### config.mk
export PLATFORM = sky130hd
export DESIGN_NAME = regfile_dbg_arbiter
export DESIGN_NICKNAME = d
export VERILOG_FILES = /design/src/rtl/regfile_dbg_arbiter.sv
export SDC_FILE = /design/constraint.sdc
export NUM_CORES = 1
export LEC_CHECK = 0
export CORE_ASPECT_RATIO = 1.2
export CORE_MARGIN = 1.5
export CORE_UTILIZATION = 42
export DETAILED_ROUTE_END_ITERATION = 16
export MAX_ROUTING_LAYER = met4
export PLACE_DENSITY = 0.83
export SLEW_MARGIN = 20
export SYNTH_ARGS = -nofsm -noshare
export SYNTH_HDL_FRONTEND = slang
export SYNTH_SLANG_ARGS = --single-unit
### constraint.sdc
create_clock -name CLK -period 2.64 [get_ports CLK]
set_clock_uncertainty 0.1 [all_clocks]
set_input_delay 0.792 -clock CLK [delete_from_list [all_inputs] [get_ports CLK]]
set_output_delay 0.792 -clock CLK [all_outputs]
set_load 0.05 [all_outputs]
### src/rtl/regfile_dbg_arbiter.sv
// regfile_dbg_arbiter
// Shares registerFile port A between the CPU core, which has priority, and the
// debug/monitor host. Debug accesses use idle port-A cycles. If the core keeps
// the port busy for STARVE_LIMIT cycles while debug waits, the core is stalled
// for one cycle so that debug can take that cycle.
// Read:  grant G -> capture REGA_DOUT at G+1 -> DBG_RVALID/DBG_ACK at G+2.
// Write: grant G -> DBG_ACK at G+1.
// Optional feature, enabled with the macro REGARB_DUMP_EN: a dump sequencer
// that reads registers 0..DUMP_LAST for the monitor. In the default build
// DBG_DUMP is ignored and every request is a single access to DBG_ADDR.
module regfile_dbg_arbiter #(
  parameter int STARVE_LIMIT = 8,
  parameter int DUMP_LAST    = 15
) (
  input  logic        CLK,
  input  logic        RESET,
  input  logic        CORE_REGA_EN,
  input  logic        CORE_REGA_WEN,
  input  logic [1:0]  CORE_REGA_BYTE_EN,
  input  logic [3:0]  CORE_ARGA_X,
  input  logic [1:0]  CORE_REGA_ADDRX,
  input  logic [1:0]  CORE_REGA_DINX,
  input  logic        CORE_REGA_BYTEX,
  output logic        CORE_STALL,
  input  logic        DBG_REQ,
  input  logic        DBG_WR,
  input  logic        DBG_DUMP,
  input  logic [3:0]  DBG_ADDR,
  input  logic [15:0] DBG_WDATA,
  output logic        DBG_ACK,
  output logic        DBG_BUSY,
  output logic        DBG_RVALID,
  output logic [3:0]  DBG_RADDR,
  output logic [15:0] DBG_RDATA,
  input  logic [15:0] REGA_DOUT,
  output logic        REGA_EN,
  output logic        REGA_WEN,
  output logic [1:0]  REGA_BYTE_EN,
  output logic [3:0]  ARGA_X,
  output logic [1:0]  REGA_ADDRX,
  output logic [1:0]  REGA_DINX,
  output logic        REGA_BYTEX,
  output logic        DIN_OVR,
  output logic [15:0] DIN_OVR_DATA
);

  // FSM encoding
  localparam logic [2:0] S_IDLE = 3'd0;
  localparam logic [2:0] S_PEND = 3'd1;
  localparam logic [2:0] S_RD1  = 3'd2;
  localparam logic [2:0] S_RD2  = 3'd3;
  localparam logic [2:0] S_WR1  = 3'd4;

  // Port-A mux selects used by a debug grant
  localparam logic [1:0] REGA_ADDRX_ARGX = 2'b00;
  localparam logic [1:0] REGA_DINX_DIN   = 2'b00;

  // Counter value at which the next starved cycle raises the stall
  localparam logic [7:0] STARVE_LAST   = 8'(STARVE_LIMIT - 1);
  localparam logic [3:0] DUMP_LAST_IDX = 4'(DUMP_LAST);

  logic [2:0]  state_q;
  logic [3:0]  addr_q;
  logic        wr_q;
  logic [15:0] wdata_q;
  logic [7:0]  starve_q;
  logic        stall_q;
  logic        ack_q;
  logic        hold_q;
  logic        vld_p2;
  logic [3:0]  raddr_p2;
  logic [15:0] rdata_p2;

  logic        pend;
  logic        grant;
  logic        stall_set;
  logic [3:0]  acc_addr;
  logic        dump_more;

`ifdef REGARB_DUMP_EN
  logic        dump_q;
  logic [3:0]  idx_q;

  // During a dump the sequencer index replaces the requested address
  assign acc_addr  = dump_q ? idx_q : addr_q;
  assign dump_more = dump_q && (idx_q != DUMP_LAST_IDX);
`else
  logic unused_dbg_dump;

  assign unused_dbg_dump = DBG_DUMP;
  assign acc_addr        = addr_q;
  assign dump_more       = 1'b0;
`endif

  // Debug takes port A only when it is free or when the core has been stalled
  assign pend      = (state_q == S_PEND);
  assign grant     = pend && (!CORE_REGA_EN || stall_q);
  assign stall_set = pend && CORE_REGA_EN && !grant && (starve_q == STARVE_LAST);

  // Counts how long a pending debug access has been blocked by the core
  always_ff @(posedge CLK or negedge RESET) begin
    if (!RESET) begin
      starve_q <= 8'd0;
      stall_q  <= 1'b0;
    end else begin
      stall_q <= stall_set;
      if (grant) begin
        starve_q <= 8'd0;
      end else if (pend && CORE_REGA_EN && (starve_q != 8'hFF)) begin
        starve_q <= starve_q + 8'd1;
      end
    end
  end

  // Request latching and transaction sequencing
  always_ff @(posedge CLK or negedge RESET) begin
    if (!RESET) begin
      state_q <= S_IDLE;
      addr_q  <= 4'd0;
      wr_q    <= 1'b0;
      wdata_q <= 16'd0;
`ifdef REGARB_DUMP_EN
      dump_q  <= 1'b0;
      idx_q   <= 4'd0;
`endif
    end else begin
      case (state_q)
        S_IDLE: begin
          // The cycle right after an ACK still shows the old request, so it is ignored
          if (DBG_REQ && !hold_q) begin
            addr_q  <= DBG_ADDR;
            wdata_q <= DBG_WDATA;
            state_q <= S_PEND;
`ifdef REGARB_DUMP_EN
            wr_q    <= DBG_WR && !DBG_DUMP;
            dump_q  <= DBG_DUMP;
            idx_q   <= 4'd0;
`else
            wr_q    <= DBG_WR;
`endif
          end
        end
        S_PEND: begin
          if (grant) begin
            state_q <= wr_q ? S_WR1 : S_RD1;
          end
        end
        S_WR1: begin
          state_q <= S_IDLE;
        end
        S_RD1: begin
          state_q <= S_RD2;
        end
        S_RD2: begin
          if (dump_more) begin
`ifdef REGARB_DUMP_EN
            idx_q   <= idx_q + 4'd1;
`endif
            state_q <= S_PEND;
          end else begin
            state_q <= S_IDLE;
          end
        end
        default: begin
          state_q <= S_IDLE;
        end
      endcase
    end
  end

  // Read-data capture and completion pulses
  always_ff @(posedge CLK or negedge RESET) begin
    if (!RESET) begin
      vld_p2   <= 1'b0;
      raddr_p2 <= 4'd0;
      rdata_p2 <= 16'd0;
      ack_q    <= 1'b0;
      hold_q   <= 1'b0;
    end else begin
      // ---- RD1 -> RD2: REGA_DOUT holds the word addressed in the grant cycle
      vld_p2 <= (state_q == S_RD1);
      if (state_q == S_RD1) begin
        raddr_p2 <= acc_addr;
        rdata_p2 <= REGA_DOUT;
      end
      // A write acknowledges one cycle after its grant; a read or the last
      // dump read acknowledges together with its read data
      ack_q  <= (grant && wr_q) || ((state_q == S_RD1) && !dump_more);
      hold_q <= ack_q;
    end
  end

  // Port-A mux: core pass-through unless debug holds the grant
  always_comb begin
    REGA_EN      = CORE_REGA_EN;
    REGA_WEN     = CORE_REGA_WEN;
    REGA_BYTE_EN = CORE_REGA_BYTE_EN;
    ARGA_X       = CORE_ARGA_X;
    REGA_ADDRX   = CORE_REGA_ADDRX;
    REGA_DINX    = CORE_REGA_DINX;
    REGA_BYTEX   = CORE_REGA_BYTEX;
    DIN_OVR      = 1'b0;
    if (grant) begin
      REGA_EN      = 1'b1;
      REGA_WEN     = wr_q;
      REGA_BYTE_EN = 2'b11;
      ARGA_X       = acc_addr;
      REGA_ADDRX   = REGA_ADDRX_ARGX;
      REGA_DINX    = REGA_DINX_DIN;
      REGA_BYTEX   = 1'b0;
      DIN_OVR      = wr_q;
    end
    // Reset must keep the register file from being touched at all
    if (!RESET) begin
      REGA_EN      = 1'b0;
      REGA_WEN     = 1'b0;
      REGA_BYTE_EN = 2'b00;
      DIN_OVR      = 1'b0;
    end
  end

  assign CORE_STALL   = stall_q;
  assign DBG_ACK      = ack_q;
  assign DBG_BUSY     = (state_q != S_IDLE);
  assign DBG_RVALID   = vld_p2;
  assign DBG_RADDR    = raddr_p2;
  assign DBG_RDATA    = rdata_p2;
  assign DIN_OVR_DATA = wdata_q;

endmodule

# After elaboration in Yosys (flattened, before gate mapping)
# Index checks and enable logic that the tools add are counted.
[word_totals]
ram_bits = 0
word_cells = 53
in_bits = 54
latchBits = 0
rom_bits = 0
memories = 0
output_inout_bits = 54
ff_bits = 56
[op_classes]
addsub = 1
n_reduce_logical = 17
eq_ne = 6
order_cmp = 0
n_mul = 0
div_mod_pow = 0
muxes = 18
shift = 0
n_bitwise = 0
[ops]
columns = ["operator", "n"]
rows = [
  ["8-bit two-way mux", 2],
  ["3-bit two-way mux", 3],
  ["3-bit case mux with 3 select lines", 1],
  ["8-bit by 1-bit adder with 8-bit output (second input constant)", 1],
  ["8-bit by 3-bit equality test with 1-bit output (second input constant)", 1],
  ["2-bit two-way mux", 4],
  ["8-bit inequality test (second input constant)", 1],
  ["1-bit logical AND", 7],
  ["1-bit two-way mux", 7],
  ["4-bit two-way mux", 1],
  ["2-bit AND reduction", 2],
  ["3-bit by 1-bit equality test with 1-bit output (second input constant)", 1],
  ["3-bit by 2-bit equality test with 1-bit output (second input constant)", 1],
  ["1-bit zero test", 3],
  ["3-bit zero test", 1],
  ["3-bit nonzero test", 1],
  ["1-bit logical OR", 2],
  ["2-bit by 1-bit inequality test with 1-bit output (second input constant)", 1],
  ["2-bit inequality test (second input constant)", 1],
  ["2-bit nonzero test", 1],
]

# Longest topological paths before layout
[logic_depth]
depth_word = 6
mapped_depth = 6
depth_no_buf = 5

# Worst setup path after synthesis
# No wires, ideal clock.
[synth_timing]
path_type = "input -> output"
from = "in CORE_REGA_EN"
to = "out REGA_WEN"
required_ns = 1.748
stages = 5
setup_slack_ns = -0.701
t_arrival_ns = 2.449
path_buffers = 1
cell_sequence = "nor2b_1 buf_6 nor2_4 nand2_1 a21boi_0"
[synth_via]
elab_chain_cells = 5
[synth_lines]
columns = ["element", "line_no", "source"]
rows = [
  ["from (decl)", "17", "input logic CORE_REGA_EN,"],
  ["1-bit zero test", "97", "assign grant = pend && (!CORE_REGA_EN || stall_q);"],
  ["1-bit logical OR", "97", ""],
  ["1-bit logical AND", "97", ""],
  ["1-bit two-way mux", "203", "if (grant) begin"],
  ["1-bit two-way mux", "214", "if (!RESET) begin"],
  ["to (decl)", "37", "output logic REGA_WEN,"],
]
# No other way between the ends.

# Final worst setup path
[layout_timing]
from = "in CORE_REGA_EN"
to = "out ARGA_X[2]"
[layout_via]
elab_chain_cells = 4
[layout_lines]
columns = ["element", "line_no", "source"]
rows = [
  ["1-bit zero test", "97", ""],
  ["1-bit logical OR", "97", ""],
  ["1-bit logical AND", "97", ""],
  ["4-bit two-way mux", "203", ""],
  ["to (decl)", "39", "output logic [3:0] ARGA_X,"],
]
# No other way between the ends.

==> results by group <==
Timing
  – Sum Neg Setup Slack: -19.1 ps
  – Final hold vios: 0
  – Worst-margin pin slew: 528 ps
  – Final Setup Violations: 3
  – Slew HR: 64.7%
  – Final Cycle Share: 101%
  – PnR worst setup slack: -13.5 ps
  – Minimum clock period: 2650 ps
  – Fin. max-slew vios: 0
  – Highest Clock Rate: 0.377 GHz
  – RSZ-0062 raised after global routing: yes

Place
  – Post-DP Area: 3660 um^2
  – PortBufs: 106
  – DP HPWL: 4090 um
  – Routability congestion estimate: 0.870

Clock tree
  – CTS Buf Count: 5
  – Clock latency at the later pin of the worst-skew pair: 300 ps
  – TritonCTS clock tree: done
  – CTS sink count: 56
  – H-tree levels: 2
  – Root buffer cell: clkbuf_8
  – Clock transition at path regs: 90 ps
  – Clock buffer depth: 2

Layout
  – # nets final: 367
  – Ratio of cells with drive above 1 in the final layout: 35.5%
  – Area Growth Syn to Fin: 62.6%
  – Inserted Diodes: 0
  – Design area: 3940 um^2

Setup path
  – Worst Path Max Fanout: 5
  – Worst path most repeated cell: nand2_2
  – Worst path cell trace: clkdlybuf4s15_1 -> nor2b_4 -> nor2_4 -> buf_6 -> nand2_2 -> nand2_2 -> buf_8
  – CP required: 1750 ps
  – Crit path DAT: 1760 ps
  – Critical path's slowest cell: clkdlybuf4s15_1
  – Worst setup SP type: input port
  – Crit path largest cell delay: 200 ps
  – Critical path class: in2out
  – Critical Path Sink Type: output port

Power and ir drop
  – Leakage: roughly 1.7 nW
  – Largest vdd supply drop: between 0.0008 and 0.0009 V
  – P per Cell Area: 1380 nW/um^2
  – Pwr Total: 5.43 mW

Synth
  – Synthesized flop and latch total: 56
  – Synth Area in Compound Gates: 6.19%
  – Total of warnings raised by yosys: 0
  – Synth Area in XOR/XNOR: 0%
  – Post-synthesis mux area share: 19.5%
  – Mapped Nets: between 200 and 250
  – Synth Area in Adders: less than 1%
  – Largest family of logic cells by synthesized area: multiplexers
  – Cells after Synth: 188
  – Syn avg cell area: 12.9 um^2
  – Seq/Total Area, Yosys: between 50% and 60%
  – Post-Syn Area: about 2400 um^2
  – Cell variety after synth: 39
  – Synth Area in Simple Gates: 12.6%

Job
  – Maxcap violations: 0

Routing
  – Antenna viol nets, final: 0
  – Wire per inst: ~15 um
  – Post-route DRC violation count: 0
  – Final wirelength: 5550 um
  – Drt pass-1 iters: 4
  – Vias: around 2,000
  – Number of DRC markers in iteration 0: 87
  – Avg Vias per Cell: 5.17

Floorplan
  – Initial Util: 43.1%
  – Core box area: ~5600 um^2
  – IO Count: 108
  – Die area: 6240 um^2
  – Row cnt: 30
  – Die H: 86.2 um
  – Die extent in x: just over 70 um

Worst hold path
  – Worst min-delay path class: in2async

Global routing
  – GRT met2 Usage: 31.9%
  – First-pass GRT wire length: ~9000 um
  – Pin count of the biggest net entering global routing: 42
  – M1 GR Usage: 22.1%
  – Vias in the first global route: 1,979
  – Total congestion overflow: 0
  – GR Util All Layers: 19.2%
  – Grt met3 use: under 10%
  – GRT busiest layer: met2
  – Number of antenna violations at the first check in global routing: 0

Status
  – Status: complete, but fails checks
  – Violated checks: setup timing
cells in the final DEF, fill, tap and decap left out, types with 2 or more instances in the layout:
| cell | synthesis | routed |
|---|---|---|
| clkdlybuf4s50_1 | 0 | 89 |
| dfrtp_1 | 56 | 56 |
| mux2_2 | 42 | 42 |
| buf_4 | 0 | 17 |
| nand2_2 | 1 | 11 |
| nand2_1 | 18 | 7 |
| a21oi_1 | 7 | 7 |
| buf_12 | 0 | 6 |
| and2_4 | 0 | 5 |
| inv_1 | 5 | 5 |
| nor2_1 | 5 | 5 |
| clkbuf_8 | 0 | 5 |
| buf_8 | 0 | 5 |
| buf_6 | 4 | 5 |
| nand3_1 | 4 | 4 |
| nor3_1 | 4 | 4 |
| o21a_1 | 3 | 3 |
| nand2b_4 | 1 | 2 |
| nor4_1 | 2 | 2 |
| o21ai_0 | 2 | 2 |
| a31oi_1 | 2 | 2 |
| o31ai_1 | 2 | 2 |
| bufinv_16 | 0 | 2 |
path summary, 6_finish.rpt:
kind	start	to	slack [ps]	depth (start not counted)
max	CORE_REGA_EN	ARGA_X[2]	-10	7
max in group asynchronous	RESET	DBG_RDATA[2]$_DFFE_PN0N_	1450	2
min in group CLK	DBG_ACK$_DFF_PN0_	hold_q$_DFF_PN0_	290	0
min	RESET	starve_q[3]$_DFFE_PN0P_	220	1
min reg2reg	DBG_ACK$_DFF_PN0_	hold_q$_DFF_PN0_	290	0
max reg2reg	state_q[1]$_DFFE_PN0P_	starve_q[5]$_DFFE_PN0P_	830	6
cells in the mapped netlist:
library cell | n | area [um^2]
a21boi_0 | 1 | 7.51
a21oi_1 | 7 | 35.0
a22o_1 | 1 | 8.76
a31oi_1 | 2 | 12.5
and2_1 | 5 | 31.3
and3_1 | 1 | 6.26
buf_2 | 2 | 10.0
buf_6 | 4 | 45.0
clkbuf_4 | 1 | 7.51
dfrtp_1 | 56 | 1400
ha_1 | 1 | 12.5
inv_1 | 5 | 18.8
mux2_2 | 42 | 473
nand2_1 | 18 | 67.6
nand2_2 | 1 | 6.26
nand2b_1 | 2 | 12.5
nand2b_4 | 1 | 13.8
nand3_1 | 4 | 20.0
nand4_1 | 1 | 6.26
nor2_1 | 5 | 18.8
nor2_4 | 1 | 11.3
nor2b_1 | 2 | 12.5
nor3_1 | 4 | 20.0
nor3b_1 | 1 | 7.51
nor3b_4 | 1 | 18.8
nor4_1 | 2 | 12.5
o2111ai_1 | 1 | 8.76
o211ai_1 | 1 | 7.51
o21a_1 | 3 | 22.5
o21ai_0 | 2 | 10.0
o21bai_1 | 1 | 7.51
o22a_1 | 1 | 8.76
o22ai_1 | 1 | 6.26
o31ai_1 | 2 | 15.0
or3_1 | 1 | 6.26
or3_2 | 1 | 7.51
or3_4 | 1 | 11.3
or3b_1 | 1 | 8.76
or4_1 | 1 | 7.51
report_power, final:
part           internal [mW]  switching (mW)
logic                   1.37            1.93
clock network          0.382           0.277
registers               1.25           0.222
layer usage:
layer / share of wire, % / wire length, um
met5: 0 / 0
met4: 0.99 / 55
met3: 6.5 / 362
met2: 53 / 2940
met1: 39 / 2190
cell type report:
class,count,area [um^2]
multi-input cells,120,1020
well taps,64,80.1
clock inverters,3,68.8
fillers,426,1690
flip-flops and latches,56,1400
repair buffers,124,1280
clock buffers,5,68.8
inverters,5,18.8
worst max-delay path, delay by kind of cell:
family | cells | cell delay, ps
buffers and inverters | 3 | 490
AND/OR/NAND/NOR | 4 | 480
sequential cells by signal, indices dropped and copies added (netlist names), 3 cells and up:
| register | flops |
|---|---|
| DBG_RDATA | 16 |
| acc_addr | 4 |
| DBG_RADDR | 4 |
| state_q | 3 |
| DIN_OVR_DATA | 16 |
| starve_q | 8 |
cells by family (layout without fill, tap and decap cells):
| logic type | Yosys count | count (layout) |
|---|---|---|
| buf+inv | 12 | 137 |
| simple gates | 54 | 54 |
| flops | 56 | 56 |
| fa+ha+maj | 1 | 1 |
| mux | 42 | 42 |
| compound gates | 23 | 23 |
per-stage QoR:
stage	instances	hold WS [ps]	worst slack (ps)	utilization [%]
after CTS	376	220	-14.4	69.4
after global routing	377	218	-60.7	70.0
after floorplan	188	392	39.0	-
final	377	222	-13.5	70.0
after detailed placement	366	270	-325	65.1
after global placement	366	268	-351	65.1
repair_timing:
action	CTS	global route
pin swaps	5	6
buffers inserted	2	1
hold buffers	0	0
setup endpoints to repair	13	6
resized for setup	28	10
No activity file was read; power rests on OpenSTA's default activity.
